[src/rtl/id_ex_stage_if.sv]
// ID/EX stage bus: decoded ID fields in, registered EX fields and hazard status out.
// master drives the ID side; slave is the pipeline stage itself.
interface id_ex_stage_if;
    logic        id_valid;
    logic [31:0] id_instr;
    logic [31:0] id_pc_plus4;
    logic [31:0] id_rd1;
    logic [31:0] id_rd2;
    logic [31:0] id_imm_ext;
    logic        id_regwrite;
    logic        id_memread;
    logic        id_memwrite;
    logic        id_memtoreg;
    logic        id_alusrc;
    logic        id_regdst;
    logic        id_branch;
    logic [1:0]  id_aluop;
    logic        hold;
    logic        flush;

    logic        hazard_stall;
    logic        ex_valid;
    logic [31:0] ex_pc_plus4;
    logic [31:0] ex_rd1;
    logic [31:0] ex_rd2;
    logic [31:0] ex_imm;
    logic [4:0]  ex_rs;
    logic [4:0]  ex_rt;
    logic [4:0]  ex_dst;
    logic        ex_regwrite;
    logic        ex_memread;
    logic        ex_memwrite;
    logic        ex_memtoreg;
    logic        ex_alusrc;
    logic        ex_branch;
    logic [1:0]  ex_aluop;
    logic [15:0] bubble_count;

    modport master (
        output id_valid, id_instr, id_pc_plus4, id_rd1, id_rd2, id_imm_ext,
               id_regwrite, id_memread, id_memwrite, id_memtoreg, id_alusrc,
               id_regdst, id_branch, id_aluop, hold, flush,
        input  hazard_stall, ex_valid, ex_pc_plus4, ex_rd1, ex_rd2, ex_imm,
               ex_rs, ex_rt, ex_dst, ex_regwrite, ex_memread, ex_memwrite,
               ex_memtoreg, ex_alusrc, ex_branch, ex_aluop, bubble_count
    );

    modport slave (
        input  id_valid, id_instr, id_pc_plus4, id_rd1, id_rd2, id_imm_ext,
               id_regwrite, id_memread, id_memwrite, id_memtoreg, id_alusrc,
               id_regdst, id_branch, id_aluop, hold, flush,
        output hazard_stall, ex_valid, ex_pc_plus4, ex_rd1, ex_rd2, ex_imm,
               ex_rs, ex_rt, ex_dst, ex_regwrite, ex_memread, ex_memwrite,
               ex_memtoreg, ex_alusrc, ex_branch, ex_aluop, bubble_count
    );
endinterface

[src/rtl/id_ex_stage.sv]
// ID/EX pipeline register with load-use detection; 1-cycle latency, combinational hazard_stall.
// Backpressure: hold freezes the register; hazard_stall asks PC and IF/ID to hold for one bubble.
module id_ex_stage (
    input  logic         clk,
    input  logic         rst_n,
    id_ex_stage_if.slave bus
);
    typedef struct packed {
        logic        valid;
        logic [31:0] pc_plus4;
        logic [31:0] rd1;
        logic [31:0] rd2;
        logic [31:0] imm;
        logic [4:0]  rs;
        logic [4:0]  rt;
        logic [4:0]  dst;
        logic        regwrite;
        logic        memread;
        logic        memwrite;
        logic        memtoreg;
        logic        alusrc;
        logic        branch;
        logic [1:0]  aluop;
    } ex_t;

    ex_t         ex_q;
    ex_t         ex_cap;
    logic [15:0] bubble_cnt;
    logic [5:0]  opcode;
    logic [4:0]  id_rs;
    logic [4:0]  id_rt;
    logic [4:0]  id_rd;
    logic        uses_rt;
    logic        hazard;
    logic        unused_funct;

    assign opcode       = bus.id_instr[31:26];
    assign id_rs        = bus.id_instr[25:21];
    assign id_rt        = bus.id_instr[20:16];
    assign id_rd        = bus.id_instr[15:11];
    assign unused_funct = ^bus.id_instr[10:0];

    // R-type, sw, beq and bne read rt as a source; everything else treats it as a destination.
    assign uses_rt = (opcode == 6'h00) | (opcode == 6'h2B) |
                     (opcode == 6'h04) | (opcode == 6'h05);

    assign hazard = ~bus.flush & bus.id_valid & ex_q.valid & ex_q.memread &
                    (ex_q.rt != 5'd0) &
                    ((ex_q.rt == id_rs) | (uses_rt & (ex_q.rt == id_rt)));

    assign bus.hazard_stall = hazard;

    always_comb begin
        ex_cap          = '0;
        ex_cap.valid    = bus.id_valid;
        ex_cap.pc_plus4 = bus.id_pc_plus4;
        ex_cap.rd1      = bus.id_rd1;
        ex_cap.rd2      = bus.id_rd2;
        ex_cap.imm      = bus.id_imm_ext;
        ex_cap.rs       = id_rs;
        ex_cap.rt       = id_rt;
        ex_cap.dst      = bus.id_regdst ? id_rd : id_rt;
        // A non-valid slot keeps its fields but must never write state.
        ex_cap.regwrite = bus.id_valid & bus.id_regwrite;
        ex_cap.memread  = bus.id_valid & bus.id_memread;
        ex_cap.memwrite = bus.id_valid & bus.id_memwrite;
        ex_cap.memtoreg = bus.id_valid & bus.id_memtoreg;
        ex_cap.alusrc   = bus.id_valid & bus.id_alusrc;
        ex_cap.branch   = bus.id_valid & bus.id_branch;
        ex_cap.aluop    = bus.id_valid ? bus.id_aluop : 2'b00;
    end

    always_ff @(posedge clk or negedge rst_n) begin
        if (!rst_n) begin
            ex_q       <= '0;
            bubble_cnt <= 16'd0;
        end else if (bus.flush) begin
            ex_q <= '0;
        end else if (!bus.hold) begin
            if (hazard) begin
                ex_q <= '0;
                if (bubble_cnt != 16'hFFFF) begin
                    bubble_cnt <= bubble_cnt + 16'd1;
                end
            end else begin
                ex_q <= ex_cap;
            end
        end
    end

    assign bus.ex_valid     = ex_q.valid;
    assign bus.ex_pc_plus4  = ex_q.pc_plus4;
    assign bus.ex_rd1       = ex_q.rd1;
    assign bus.ex_rd2       = ex_q.rd2;
    assign bus.ex_imm       = ex_q.imm;
    assign bus.ex_rs        = ex_q.rs;
    assign bus.ex_rt        = ex_q.rt;
    assign bus.ex_dst       = ex_q.dst;
    assign bus.ex_regwrite  = ex_q.regwrite;
    assign bus.ex_memread   = ex_q.memread;
    assign bus.ex_memwrite  = ex_q.memwrite;
    assign bus.ex_memtoreg  = ex_q.memtoreg;
    assign bus.ex_alusrc    = ex_q.alusrc;
    assign bus.ex_branch    = ex_q.branch;
    assign bus.ex_aluop     = ex_q.aluop;
    assign bus.bubble_count = bubble_cnt;
endmodule

[src/flat_wrapper.sv]
// flat-port wrapper written by rule: the top's interface ports become plain ports
module id_ex_stage_flat 
  (clk, rst_n, bus_id_valid, bus_id_instr, bus_id_pc_plus4, bus_id_rd1, bus_id_rd2, bus_id_imm_ext, bus_id_regwrite, bus_id_memread, bus_id_memwrite, bus_id_memtoreg, bus_id_alusrc, bus_id_regdst, bus_id_branch, bus_id_aluop, bus_hold, bus_flush, bus_hazard_stall, bus_ex_valid, bus_ex_pc_plus4, bus_ex_rd1, bus_ex_rd2, bus_ex_imm, bus_ex_rs, bus_ex_rt, bus_ex_dst, bus_ex_regwrite, bus_ex_memread, bus_ex_memwrite, bus_ex_memtoreg, bus_ex_alusrc, bus_ex_branch, bus_ex_aluop, bus_bubble_count);
  id_ex_stage_if bus_i ();
  input  logic clk;
  input  logic rst_n;
  input wire logic [$bits(bus_i.id_valid)-1:0] bus_id_valid;
  input wire logic [$bits(bus_i.id_instr)-1:0] bus_id_instr;
  input wire logic [$bits(bus_i.id_pc_plus4)-1:0] bus_id_pc_plus4;
  input wire logic [$bits(bus_i.id_rd1)-1:0] bus_id_rd1;
  input wire logic [$bits(bus_i.id_rd2)-1:0] bus_id_rd2;
  input wire logic [$bits(bus_i.id_imm_ext)-1:0] bus_id_imm_ext;
  input wire logic [$bits(bus_i.id_regwrite)-1:0] bus_id_regwrite;
  input wire logic [$bits(bus_i.id_memread)-1:0] bus_id_memread;
  input wire logic [$bits(bus_i.id_memwrite)-1:0] bus_id_memwrite;
  input wire logic [$bits(bus_i.id_memtoreg)-1:0] bus_id_memtoreg;
  input wire logic [$bits(bus_i.id_alusrc)-1:0] bus_id_alusrc;
  input wire logic [$bits(bus_i.id_regdst)-1:0] bus_id_regdst;
  input wire logic [$bits(bus_i.id_branch)-1:0] bus_id_branch;
  input wire logic [$bits(bus_i.id_aluop)-1:0] bus_id_aluop;
  input wire logic [$bits(bus_i.hold)-1:0] bus_hold;
  input wire logic [$bits(bus_i.flush)-1:0] bus_flush;
  output wire logic [$bits(bus_i.hazard_stall)-1:0] bus_hazard_stall;
  output wire logic [$bits(bus_i.ex_valid)-1:0] bus_ex_valid;
  output wire logic [$bits(bus_i.ex_pc_plus4)-1:0] bus_ex_pc_plus4;
  output wire logic [$bits(bus_i.ex_rd1)-1:0] bus_ex_rd1;
  output wire logic [$bits(bus_i.ex_rd2)-1:0] bus_ex_rd2;
  output wire logic [$bits(bus_i.ex_imm)-1:0] bus_ex_imm;
  output wire logic [$bits(bus_i.ex_rs)-1:0] bus_ex_rs;
  output wire logic [$bits(bus_i.ex_rt)-1:0] bus_ex_rt;
  output wire logic [$bits(bus_i.ex_dst)-1:0] bus_ex_dst;
  output wire logic [$bits(bus_i.ex_regwrite)-1:0] bus_ex_regwrite;
  output wire logic [$bits(bus_i.ex_memread)-1:0] bus_ex_memread;
  output wire logic [$bits(bus_i.ex_memwrite)-1:0] bus_ex_memwrite;
  output wire logic [$bits(bus_i.ex_memtoreg)-1:0] bus_ex_memtoreg;
  output wire logic [$bits(bus_i.ex_alusrc)-1:0] bus_ex_alusrc;
  output wire logic [$bits(bus_i.ex_branch)-1:0] bus_ex_branch;
  output wire logic [$bits(bus_i.ex_aluop)-1:0] bus_ex_aluop;
  output wire logic [$bits(bus_i.bubble_count)-1:0] bus_bubble_count;
  assign bus_i.id_valid = bus_id_valid;
  assign bus_i.id_instr = bus_id_instr;
  assign bus_i.id_pc_plus4 = bus_id_pc_plus4;
  assign bus_i.id_rd1 = bus_id_rd1;
  assign bus_i.id_rd2 = bus_id_rd2;
  assign bus_i.id_imm_ext = bus_id_imm_ext;
  assign bus_i.id_regwrite = bus_id_regwrite;
  assign bus_i.id_memread = bus_id_memread;
  assign bus_i.id_memwrite = bus_id_memwrite;
  assign bus_i.id_memtoreg = bus_id_memtoreg;
  assign bus_i.id_alusrc = bus_id_alusrc;
  assign bus_i.id_regdst = bus_id_regdst;
  assign bus_i.id_branch = bus_id_branch;
  assign bus_i.id_aluop = bus_id_aluop;
  assign bus_i.hold = bus_hold;
  assign bus_i.flush = bus_flush;
  assign bus_hazard_stall = bus_i.hazard_stall;
  assign bus_ex_valid = bus_i.ex_valid;
  assign bus_ex_pc_plus4 = bus_i.ex_pc_plus4;
  assign bus_ex_rd1 = bus_i.ex_rd1;
  assign bus_ex_rd2 = bus_i.ex_rd2;
  assign bus_ex_imm = bus_i.ex_imm;
  assign bus_ex_rs = bus_i.ex_rs;
  assign bus_ex_rt = bus_i.ex_rt;
  assign bus_ex_dst = bus_i.ex_dst;
  assign bus_ex_regwrite = bus_i.ex_regwrite;
  assign bus_ex_memread = bus_i.ex_memread;
  assign bus_ex_memwrite = bus_i.ex_memwrite;
  assign bus_ex_memtoreg = bus_i.ex_memtoreg;
  assign bus_ex_alusrc = bus_i.ex_alusrc;
  assign bus_ex_branch = bus_i.ex_branch;
  assign bus_ex_aluop = bus_i.ex_aluop;
  assign bus_bubble_count = bus_i.bubble_count;
  id_ex_stage u_core (.clk(clk), .rst_n(rst_n), .bus(bus_i));
endmodule
[config.mk]
export PLATFORM = sky130hd
export DESIGN_NAME = id_ex_stage_flat
export DESIGN_NICKNAME = d
export VERILOG_FILES = /design/src/rtl/id_ex_stage_if.sv /design/src/rtl/id_ex_stage.sv /design/src/flat_wrapper.sv
export SDC_FILE = /design/constraint.sdc
export NUM_CORES = 1
export LEC_CHECK = 0
export ABC_CLOCK_PERIOD_IN_PS = 1820
export CORE_MARGIN = 2
export CORE_UTILIZATION = 35
export DETAILED_ROUTE_END_ITERATION = 10
export PLACE_DENSITY = 0.86
export SYNTH_ARGS = -nofsm -noshare
export SYNTH_HDL_FRONTEND = slang
export SYNTH_SLANG_ARGS = --single-unit
[constraint.sdc]
create_clock -name clk -period 1.82 [get_ports clk]
set_input_delay 0.182 -clock clk [delete_from_list [all_inputs] [get_ports clk]]
set_output_delay 0.182 -clock clk [all_outputs]
set_load 0.03 [all_outputs]
== After elaboration in Yosys (flattened, before gate mapping) ==
Index checks and enable logic that the tools add are counted.

* Output and inout port bits: 169
* Word-level logic and storage cells: 50
* Input port bits: 174
* Bits in registers: 168

* Equal/unequal tests: 7
* Reduce and logical (&&, ||, !) cells: 3
* Bitwise operators: 18
* Mux-type cells: 5
* $add $sub $neg: 1

{| class="wikitable"
|+ Operators by type and width
! cell !! count
|-
| 2-to-1 mux 152 bit || 3
|-
| adder 16 x 1 -> 16 bit, second input constant || 1
|-
| != test 16 bit, second input constant || 1
|-
| bitwise AND 1 bit || 12
|-
| == test 6 x 3 -> 1 bit, second input constant || 2
|-
| == test 5 bit || 2
|-
| == test 6 bit, second input constant || 1
|-
| zero test 6 bit || 1
|-
| 2-to-1 mux 5 bit || 1
|-
| nonzero test 5 bit || 1
|-
| OR 1 bit || 4
|-
| AND reduction 4 bit || 1
|-
| 2-to-1 mux 2 bit || 1
|-
| != test 2 x 1 -> 1 bit, second input constant || 1
|-
| NOT 1 bit || 2
|}

== Depth between registers and ports, before layout ==
Gate-level depths: netlist (run 1).

* Depth after elaboration: 10
* Mapped depth: 8
* Gate-level depth less buffers: 7

== Worst setup path after synthesis (run 1) ==
No wires, ideal clock.

* Kind: register -> register
* Start: register u_core.ex_q, in the netlist u_core.bus.ex_rt[0]
* End: register u_core.ex_q, in the netlist u_core.bus.ex_rt[1]
* Buffers on the path: 2
* Clock period less this slack: 2.170 ns
* Setup slack: -0.350 ns
* Arrival: 2.103 ns
* Required time: 1.753 ns
* Library setup time: 0.067 ns
* Stages on the path, launching flop included: 8
* Cells stage by stage: dfrtp_1 -> or4_1 -> o21ai_2 -> nor4bb_4 -> nor4_2 -> buf_4 -> buf_4 -> a22o_1

* Word-level cells in the longest chain between the ends: 7
* Elaborated cells on any way between the ends: 10
* Classes of those cells: eq/ne: 2; mux: 3; bitwise: 4; reduce/logical: 1

{| class="wikitable"
|+ RTL lines
! what !! RTL line !! source
|-
| start: declaration || id_ex_stage.sv:26 || <nowiki>ex_t ex_q;</nowiki>
|-
| start signal: assignment || id_ex_stage.sv:86 || <nowiki>ex_q <= ex_cap;</nowiki>
|-
| == test 5 bit || id_ex_stage.sv:49 || <nowiki>((ex_q.rt == id_rs) | (uses_rt & (ex_q.rt == id_rt)));</nowiki>
|-
| bitwise AND 1 bit || id_ex_stage.sv:49 ||
|-
| OR 1 bit || id_ex_stage.sv:49 ||
|-
| bitwise AND 1 bit * || id_ex_stage.sv:48 || <nowiki>(ex_q.rt != 5'd0) &</nowiki>
|-
| 2-to-1 mux 152 bit * || id_ex_stage.sv:80 || <nowiki>if (hazard) begin</nowiki>
|-
| 2-to-1 mux 152 bit * || id_ex_stage.sv:79 || <nowiki>end else if (!bus.hold) begin</nowiki>
|-
| 2-to-1 mux 152 bit * || id_ex_stage.sv:77 || <nowiki>end else if (bus.flush) begin</nowiki>
|}

Mark *: on every way between the ends. The rest lies on a longest branch, timed or not. The select of a mux whose other input is x is not followed.
A chain may end at the register's enable or synchronous reset.

== Final worst setup path (run 1) ==
* Start: register u_core.ex_q, in the netlist u_core.bus.ex_rt[0]
* End: register u_core.bubble_cnt[13] (netlist: u_core.bus.bubble_count[13])

* Word-level cells in the longest chain between the ends: 5
* Elaborated cells on any way between the ends: 8
* Classes of those cells: eq/ne: 2; bitwise: 4; reduce/logical: 2

{| class="wikitable"
|+ RTL lines
! what !! RTL line !! source
|-
| == test 5 bit || id_ex_stage.sv:49 ||
|-
| bitwise AND 1 bit || id_ex_stage.sv:49 ||
|-
| OR 1 bit || id_ex_stage.sv:49 ||
|-
| bitwise AND 1 bit * || id_ex_stage.sv:48 ||
|-
| AND reduction 4 bit (no line) * || n/a ||
|-
| end signal: assignment || id_ex_stage.sv:83 || <nowiki>bubble_cnt <= bubble_cnt + 16'd1;</nowiki>
|-
| end: declaration || id_ex_stage.sv:28 || <nowiki>logic [15:0] bubble_cnt;</nowiki>
|}

Mark *: on every way between the ends. The rest lies on a longest branch, timed or not.

==> results of run 1 <==
[critical path: stages (launching register included)]
cell	delay (ns)
dfrtp_2	0.41
or4_4	0.56
o21ai_4	0.20
buf_6	0.14
nor3_4	0.05
buf_4	0.15
nor2_4	0.26
buf_12	0.20
nor3_2	0.06
xor2_1	0.15
[cell type report]
class,instances,area [um2],share of cell area (%)
flip-flops and latches,168,4210,36.60
inverters,1,3.754,0.03263
clock inverters,13,211.5,1.838
well taps,229,286.5,2.490
repair buffers,395,4130,35.90
clock buffers,19,452.9,3.937
multi-input cells,251,2210,19.21
[cell families after synthesis]
group | count (synthesis)
and+or+nand+nor | 63
muxes | 7
AOI/OAI and AO/OA | 155
DFF | 168
xor gates and xnor gates | 25
buffers and inverters | 38
adders and majority gates | 1
[synth_stat cells]
master	instances	area, um2
a21oi_1	1	5.000
a22o_1	139	1217
a311oi_1	1	8.760
a32o_1	8	80.08
and2_1	1	6.260
and3_1	3	18.77
and4_1	1	8.760
and4b_1	1	10.01
buf_1	1	3.750
buf_2	2	10.01
buf_4	16	120.1
clkbuf_1	18	67.56
dfrtp_1	168	4204
ha_1	1	12.51
inv_1	1	3.750
mux2_2	1	11.26
mux2i_1	6	60.06
nand2_1	12	45.04
nand2b_1	1	6.260
nand3_1	9	45.04
nand4_1	6	37.54
nor2_1	7	26.28
nor2_2	1	6.260
nor2b_1	1	6.260
nor3_1	13	65.06
nor3b_1	1	7.510
nor4_1	1	6.260
nor4_2	1	12.51
nor4bb_4	1	25.02
o21ai_0	5	25.02
o21ai_2	1	8.760
or3_1	2	12.51
or4_1	1	7.510
xnor2_1	10	87.58
xor2_1	15	131.4
[placed cells by master (no fill, tap or decap), types with 3 or more instances in the layout]
cell,instances
clkinv_4,4
clkdlybuf4s50_1,322
xor2_1,15
and3_1,3
clkbuf_16,21
o21ai_2,4
bufinv_16,4
nand3_1,9
buf_16,4
buf_4,36
nor3_2,8
mux2i_1,6
nor3_4,4
nand4_1,6
nand2_1,11
dfrtp_1,163
a22o_1,139
xnor2_2,3
buf_12,11
buf_6,10
dfrtp_2,5
a32o_1,7
dlymetal6s2s_1,6
xnor2_1,7
nor2_1,6
[worst paths after layout]
path                                               end  slack [ns]  cells after the start
min reg2reg                       u_core.bus.ex_branch        0.49                      1
max reg2reg                u_core.bus.bubble_count[13]       -0.48                      9
min in group clk                 u_core.bus.ex_imm[10]        0.36                      2
max in group asynchronous         u_core.bus.ex_imm[8]        0.89                      3
max                        u_core.bus.bubble_count[13]       -0.48                      9
min                         u_core.bus.bubble_count[3]        0.21                      2
[state kept, by name, summed over array words and instances, names as in the netlist]
register / count
u_core.bus.ex_aluop: 2
u_core.bus.ex_valid: 1
u_core.bus.ex_regwrite: 1
u_core.bus.bubble_count: 16
u_core.bus.ex_memtoreg: 1
u_core.bus.ex_rt: 5
u_core.bus.ex_rs: 5
u_core.bus.ex_rd1: 32
u_core.bus.ex_memwrite: 1
u_core.bus.ex_dst: 5
u_core.bus.ex_branch: 1
u_core.bus.ex_pc_plus4: 32
u_core.bus.ex_alusrc: 1
u_core.bus.ex_memread: 1
u_core.bus.ex_rd2: 32
u_core.bus.ex_imm: 32
[metal layers]
metal | track usage, % | vias to the layer above | routed length [um]
met5 | 0 | - | 0
met4 | 7.443 | 0 | 583
met3 | 6.125 | 34 | 1388
met2 | 36.61 | 244 | 11140
met1 | 26.43 | 2824 | 8730
li1 | - | 2498 | -
[power breakdown]
part	switching, W	internal, W	total (W)
clock	0.00160	0.00242	0.00402
combinational	0.000877	0.000913	0.00179
sequential	0.000115	0.00392	0.00403
total	0.00259	0.00726	0.00985
[through the flow]
stage / hold slack (ns) / setup TNS [ns] / instance area (um2)
4_1_cts: 0.1950 / -62.37 / 11280
3_5_place_dp: 0.07971 / -78.55 / 10260
3_3_place_gp: 0.07431 / -67.97 / 10260
5_1_grt: 0.2138 / -73.41 / 11500
6_report: 0.2085 / -63.28 / 11500
2_1_floorplan: -0.1136 / -46.11 / 6420
[timing repair]
action	in CTS	in global routing
endpoints found under the hold margin	26	0
hold buffers	1	0
buffers inserted	11	2
pin swaps	7	19
setup endpoints to repair	170	175
resized for setup	36	30
cloned	4	4
==> key figures, run 1 <==
Clock network
  • Worst-case clock buffer depth: 2
  • # clock sinks: 168
  • Clock root buffer: clkbuf_16
  • Skew-Pair Late Insertion Delay: 0.42 ns
  • CTS buffer count: 17
  • Clk slew on worst S/H paths: 0.07 ns
  • CTS tree: done
  • H-tree depth: 4

Timing
  • Final max-slew violation count: 0
  • Slew margin rel.: 71.13%
  • FMAX: 434.7 MHz
  • Period minus WS final: 2.300 ns
  • Setup violators final: 169
  • Worst-Margin Slew: 0.4331 ns
  • PnR worst setup slack: -0.4804 ns
  • Unrepaired setup endpoints after global routing: true
  • Final worst-path cycle share: 126.4%
  • Clock Skews: 0.01171 ns
  • Final Hold Vio Count: 0

Die
  • Full die area: 19410 um2
  • Die width: 139.3 um
  • Io pins: 343
  • Total core area: 17960 um2
  • FP Rows: 49
  • Chip height: 139.3 um
  • Initial core utilization: 35.68%

Route
  • 1st-iter DRT viols: 239
  • Routed vias/inst: 5.204
  • DRT antenna net count: 0
  • Drt pass-1 iters: 4
  • WL/cell: 20.30 um
  • Vias: 5600
  • DRC: 0
  • WL final: 21850 um

Global route
  • Remaining Overflow, GRT: 0
  • Total GRT Usage: 21.56%
  • Pin count of the biggest net entering global routing: 88
  • First-pass GRT wire length: 33100 um
  • Vias in the first global route: 5933
  • Initial antenna violation count: 0

Finish
  • Final Util: 64.05%
  • Area grow syn2layout: 79.48%
  • Final nets: 1009
  • Finished Layout Cells: 1076
  • Fillers: 1338
  • ANT cells: 0
  • Share of layout cells above drive strength 1: 15.94%

Setup path
  • Critical Path Start: u_core.bus.ex_rt[0]
  • CP Class: reg2reg
  • Critical R2R Launch: u_core.bus.ex_rt[0]
  • Worst Path Max Fanout: 8
  • Worst path required time: 2.12 ns
  • Crit path arrival time: 2.60 ns
  • Startpoint Class: flop
  • CP Capture Type: flop

Pwr
  • Power Dens Cells: 855.9 nW/um2
  • Peak supply drop: 0.6561 mV
  • Total power draw: 0.009847 W
  • Lkg Pwr: 5.290 nW

Synth
  • Syn Inst Count: 457
  • Area of the mapped netlist: 6410 um2
  • Synth unique cells: 35
  • Synth warn: 0
  • Largest family of logic cells by synthesized area: compound AO/OA/AOI/OAI gates
  • Post-synthesis register bit count: 168
  • Mean Syn Cell Area: 14.03 um2
  • Mux share of post-synthesis cell area: 1.113%
  • Compound-gate portion of the synthesized area: 20.98%
  • Synth Area in XOR/XNOR: 3.416%
  • Post-Synth Adder-Cell Area: 0.1952%
  • Seq/Total Area, Yosys: 65.59%
  • Syn_nets: 632
  • Simple-gate share of the synthesized area: 5.505%

Placed design
  • Setup WS pre-CTS: -0.6853 ns
  • Port buffer count: 331
  • # placed instances: 1024
  • Final HPWL DP: 14590 um
  • Gpl congestion: 0.7884

Min path
  • HP Class: in2async

Run
  • Max-cap violations: 0

Status
  • Status: finished with violations
  • Failing checks: setup timing
Note: power is estimated with default switching activity, not from simulation.
==> inputs of run 2 (changes only) <==
- CELL_PAD_IN_SITES_DETAIL_PLACEMENT: not set -> 1
- CELL_PAD_IN_SITES_GLOBAL_PLACEMENT: not set -> 1
- CORE_UTILIZATION: 35 -> 27
- PLACE_DENSITY: 0.86 -> 0.87
==> run 2 against run 1 <==
  * The flow still finishes with violations (setup timing)
  * Hold slack improved by 0.10 ns
  * Sequential power hardly changed
  * Routed wire length is 16% higher
  * Power shrank 1.9%
  * Cell count increased by 10%
  * Combinational power grew 4%
  * Sequential cell count stayed put
  * Utilization is 14 points lower
  * First-iteration DRC count down 3.8%
  * Critical path type unchanged
  * Critical endpoint is now u_core.bus.ex_rd2[23]
  * Largest cell class is now buffers
  * Largest power group unchanged
==> key figures, run 2 (synthesis gave the netlist of run 1 again) <==
Global route
  • First-pass GRT wire length: 35850 um (was 33100 um)
  • Remaining Overflow, GRT: 0 (unchanged)
  • Initial antenna violation count: 1 (was 0)
  • Vias in the first global route: 6177 (was 5933)
  • Pin count of the biggest net entering global routing: 70 (was 88)
  • Total GRT Usage: 18.86% (was 21.56%)

Route
  • WL/cell: 21.41 um (was 20.30 um)
  • Routed vias/inst: 4.788 (was 5.204)
  • DRC: 0 (unchanged)
  • Vias: 5678 (was 5600)
  • WL final: 25400 um (was 21850 um)
  • 1st-iter DRT viols: 230 (was 239)
  • Drt pass-1 iters: 4 (unchanged)
  • DRT antenna net count: 0 (unchanged)

Pwr
  • Lkg Pwr: 5.502 nW (was 5.290 nW)
  • Peak supply drop: 0.4712 mV (was 0.6561 mV)
  • Total power draw: 0.009661 W (was 0.009847 W)
  • Power Dens Cells: 818.2 nW/um2 (was 855.9 nW/um2)

Finish
  • Sequential cell area: 4210 um2 (unchanged)
  • Final nets: 1029 (was 1009)
  • Final instance area: 11810 um2 (was 11500 um2)
  • Area grow syn2layout: 84.23% (was 79.48%)
  • Commonest non-fill, non-tap cell in the layout: clkdlybuf4s50_1 (unchanged)
  • ANT cells: 0 (unchanged)
  • Share of layout cells above drive strength 1: 17.30% (was 15.94%)
  • Most frequent cells in the layout: clkdlybuf4s50_1 (318), dfrtp_1 (163), a22o_1 (139), buf_4 (42), clkbuf_16 (24) (was clkdlybuf4s50_1 (322), dfrtp_1 (163), a22o_1 (139), buf_4 (36), clkbuf_16 (21))
  • Fillers: 2424 (was 1338)
  • Multi-input combinational cell area: 2216 um2 (was 2210 um2)

Timing
  • Final worst-path cycle share: 123.6% (was 126.4%)
  • PnR worst setup slack: -0.4292 ns (was -0.4804 ns)
  • Worst hold slack: 0.3090 ns (was 0.2085 ns)
  • Final max-slew violation count: 0 (unchanged)
  • FMAX: 444.6 MHz (was 434.7 MHz)
  • Period minus WS final: 2.249 ns (was 2.300 ns)
  • Setup TNS: -63.03 ns (was -63.28 ns)
  • Clock Skews: 0.007608 ns (was 0.01171 ns)
  • Unrepaired setup endpoints after global routing: true (unchanged)
  • Setup violators final: 169 (unchanged)
  • Worst-Margin Slew: 0.5264 ns (was 0.4331 ns)
  • Slew margin rel.: 64.91% (was 71.13%)
  • Final Hold Vio Count: 0 (unchanged)

Die
  • Io pins: 343 (unchanged)
  • Chip height: 158.1 um (was 139.3 um)
  • Total core area: 23400 um2 (was 17960 um2)
  • Full die area: 24990 um2 (was 19410 um2)
  • Die width: 158.1 um (was 139.3 um)
  • Initial core utilization: 27.39% (was 35.68%)
  • FP Rows: 56 (was 49)

Setup path
  • Critical R2R Launch: u_core.bus.ex_rt[3] (was u_core.bus.ex_rt[0])
  • Crit path arrival time: 2.60 ns (about the same)
  • Startpoint Class: flop (unchanged)
  • Critical Path Start: u_core.bus.ex_rt[3] (was u_core.bus.ex_rt[0])
  • CP Capture Type: flop (unchanged)
  • CP Class: reg2reg (unchanged)
  • Worst path required time: 2.17 ns (was 2.12 ns)
  • R2r worst-path depth: 8 (was 9)
  • Worst Path Max Fanout: 10 (was 8)

Status
  • Status: finished with violations (unchanged)
  • Failing checks: setup timing (unchanged)

Clock network
  • Skew-Pair Late Insertion Delay: 0.42 ns (about the same)
  • Clk slew on worst S/H paths: 0.07 ns (about the same)
  • CTS tree: done (unchanged)
  • CTS buffer count: 17 (unchanged)
  • # clock sinks: 168 (unchanged)
  • Clock root buffer: clkbuf_16 (unchanged)
  • Worst-case clock buffer depth: 2 (unchanged)
  • H-tree depth: 4 (unchanged)

Placed design
  • Final HPWL DP: 17350 um (was 14590 um)
  • Cell Area, Placed: 10460 um2 (was 10260 um2)
  • Gpl congestion: 0.7968 (was 0.7884)
  • Port buffer count: 331 (unchanged)

Run
  • Max-cap violations: 0 (unchanged)

Min path
  • HP Class: in2async (unchanged)
[run 2: what timing repair did]
action / in CTS / in global routing
pin swaps: 14 / 22
setup buffers: 14 / 5
gates resized for setup: 50 / 36
hold endpoints to repair: 43 / 0
cloned: 6 / 8
setup endpoints to repair: 171 / 176
hold buffers: 1 / 0
[run 2: metrics by stage]
stage	instances	utilization (%)	setup WS, ns
after floorplan	457	-	-0.2992
after global placement	1126	44.71	-0.5640
after detailed placement	1126	44.71	-0.6423
after CTS	1178	49.33	-0.4812
after global routing	1186	50.46	-0.5154
final	1186	50.46	-0.4292
[run 2: path summary, 6_finish.rpt]
kind                       slack [ns]                         end
hold / removal                   0.31  u_core.bus.bubble_count[7]
setup reg to reg                -0.43       u_core.bus.ex_rd2[23]
min in group clk                 0.35        u_core.bus.ex_imm[0]
hold reg to reg                  0.50        u_core.bus.ex_branch
setup / recovery                -0.43       u_core.bus.ex_rd2[23]
max in group asynchronous        0.92       u_core.bus.ex_imm[29]
[run 2: layer usage]
| metal | up-vias | part of all wire (%) | GRT usage, % |
|---|---|---|---|
| met2 | 217 | 53 | 34.02 |
| li1 | 2542 | - | - |
| met5 | - | 0.047 | 0 |
| met3 | 31 | 6.6 | 4.982 |
| met1 | 2886 | 39 | 21.88 |
| met4 | 2 | 1.6 | 5.663 |
[run 2: layout make-up]
class / count / share of cell area [%]
multi-input combinational: 252 / 18.76
sequential: 168 / 35.65
clock inverter: 13 / 1.356
tap: 319 / 3.380
inverter: 1 / 0.03179
timing repair buffer: 414 / 37.06
clock buffer: 19 / 3.751
[run 2: critical path, cell delays in order (launching register included)]
cell       delay [ns]
dfrtp_2          0.40
or4_4            0.55
o21ai_4          0.19
nor3_4           0.07
nor4_4           0.34
buf_6            0.19
buf_12           0.14
clkbuf_16        0.16
a22o_1           0.13
[run 2: report_power, final]
part / internal (W) / switching (W)
Sequential: 0.00392 / 0.000117
Combinational: 0.000953 / 0.000907
Clock: 0.00211 / 0.00165
Total: 0.00698 / 0.00268
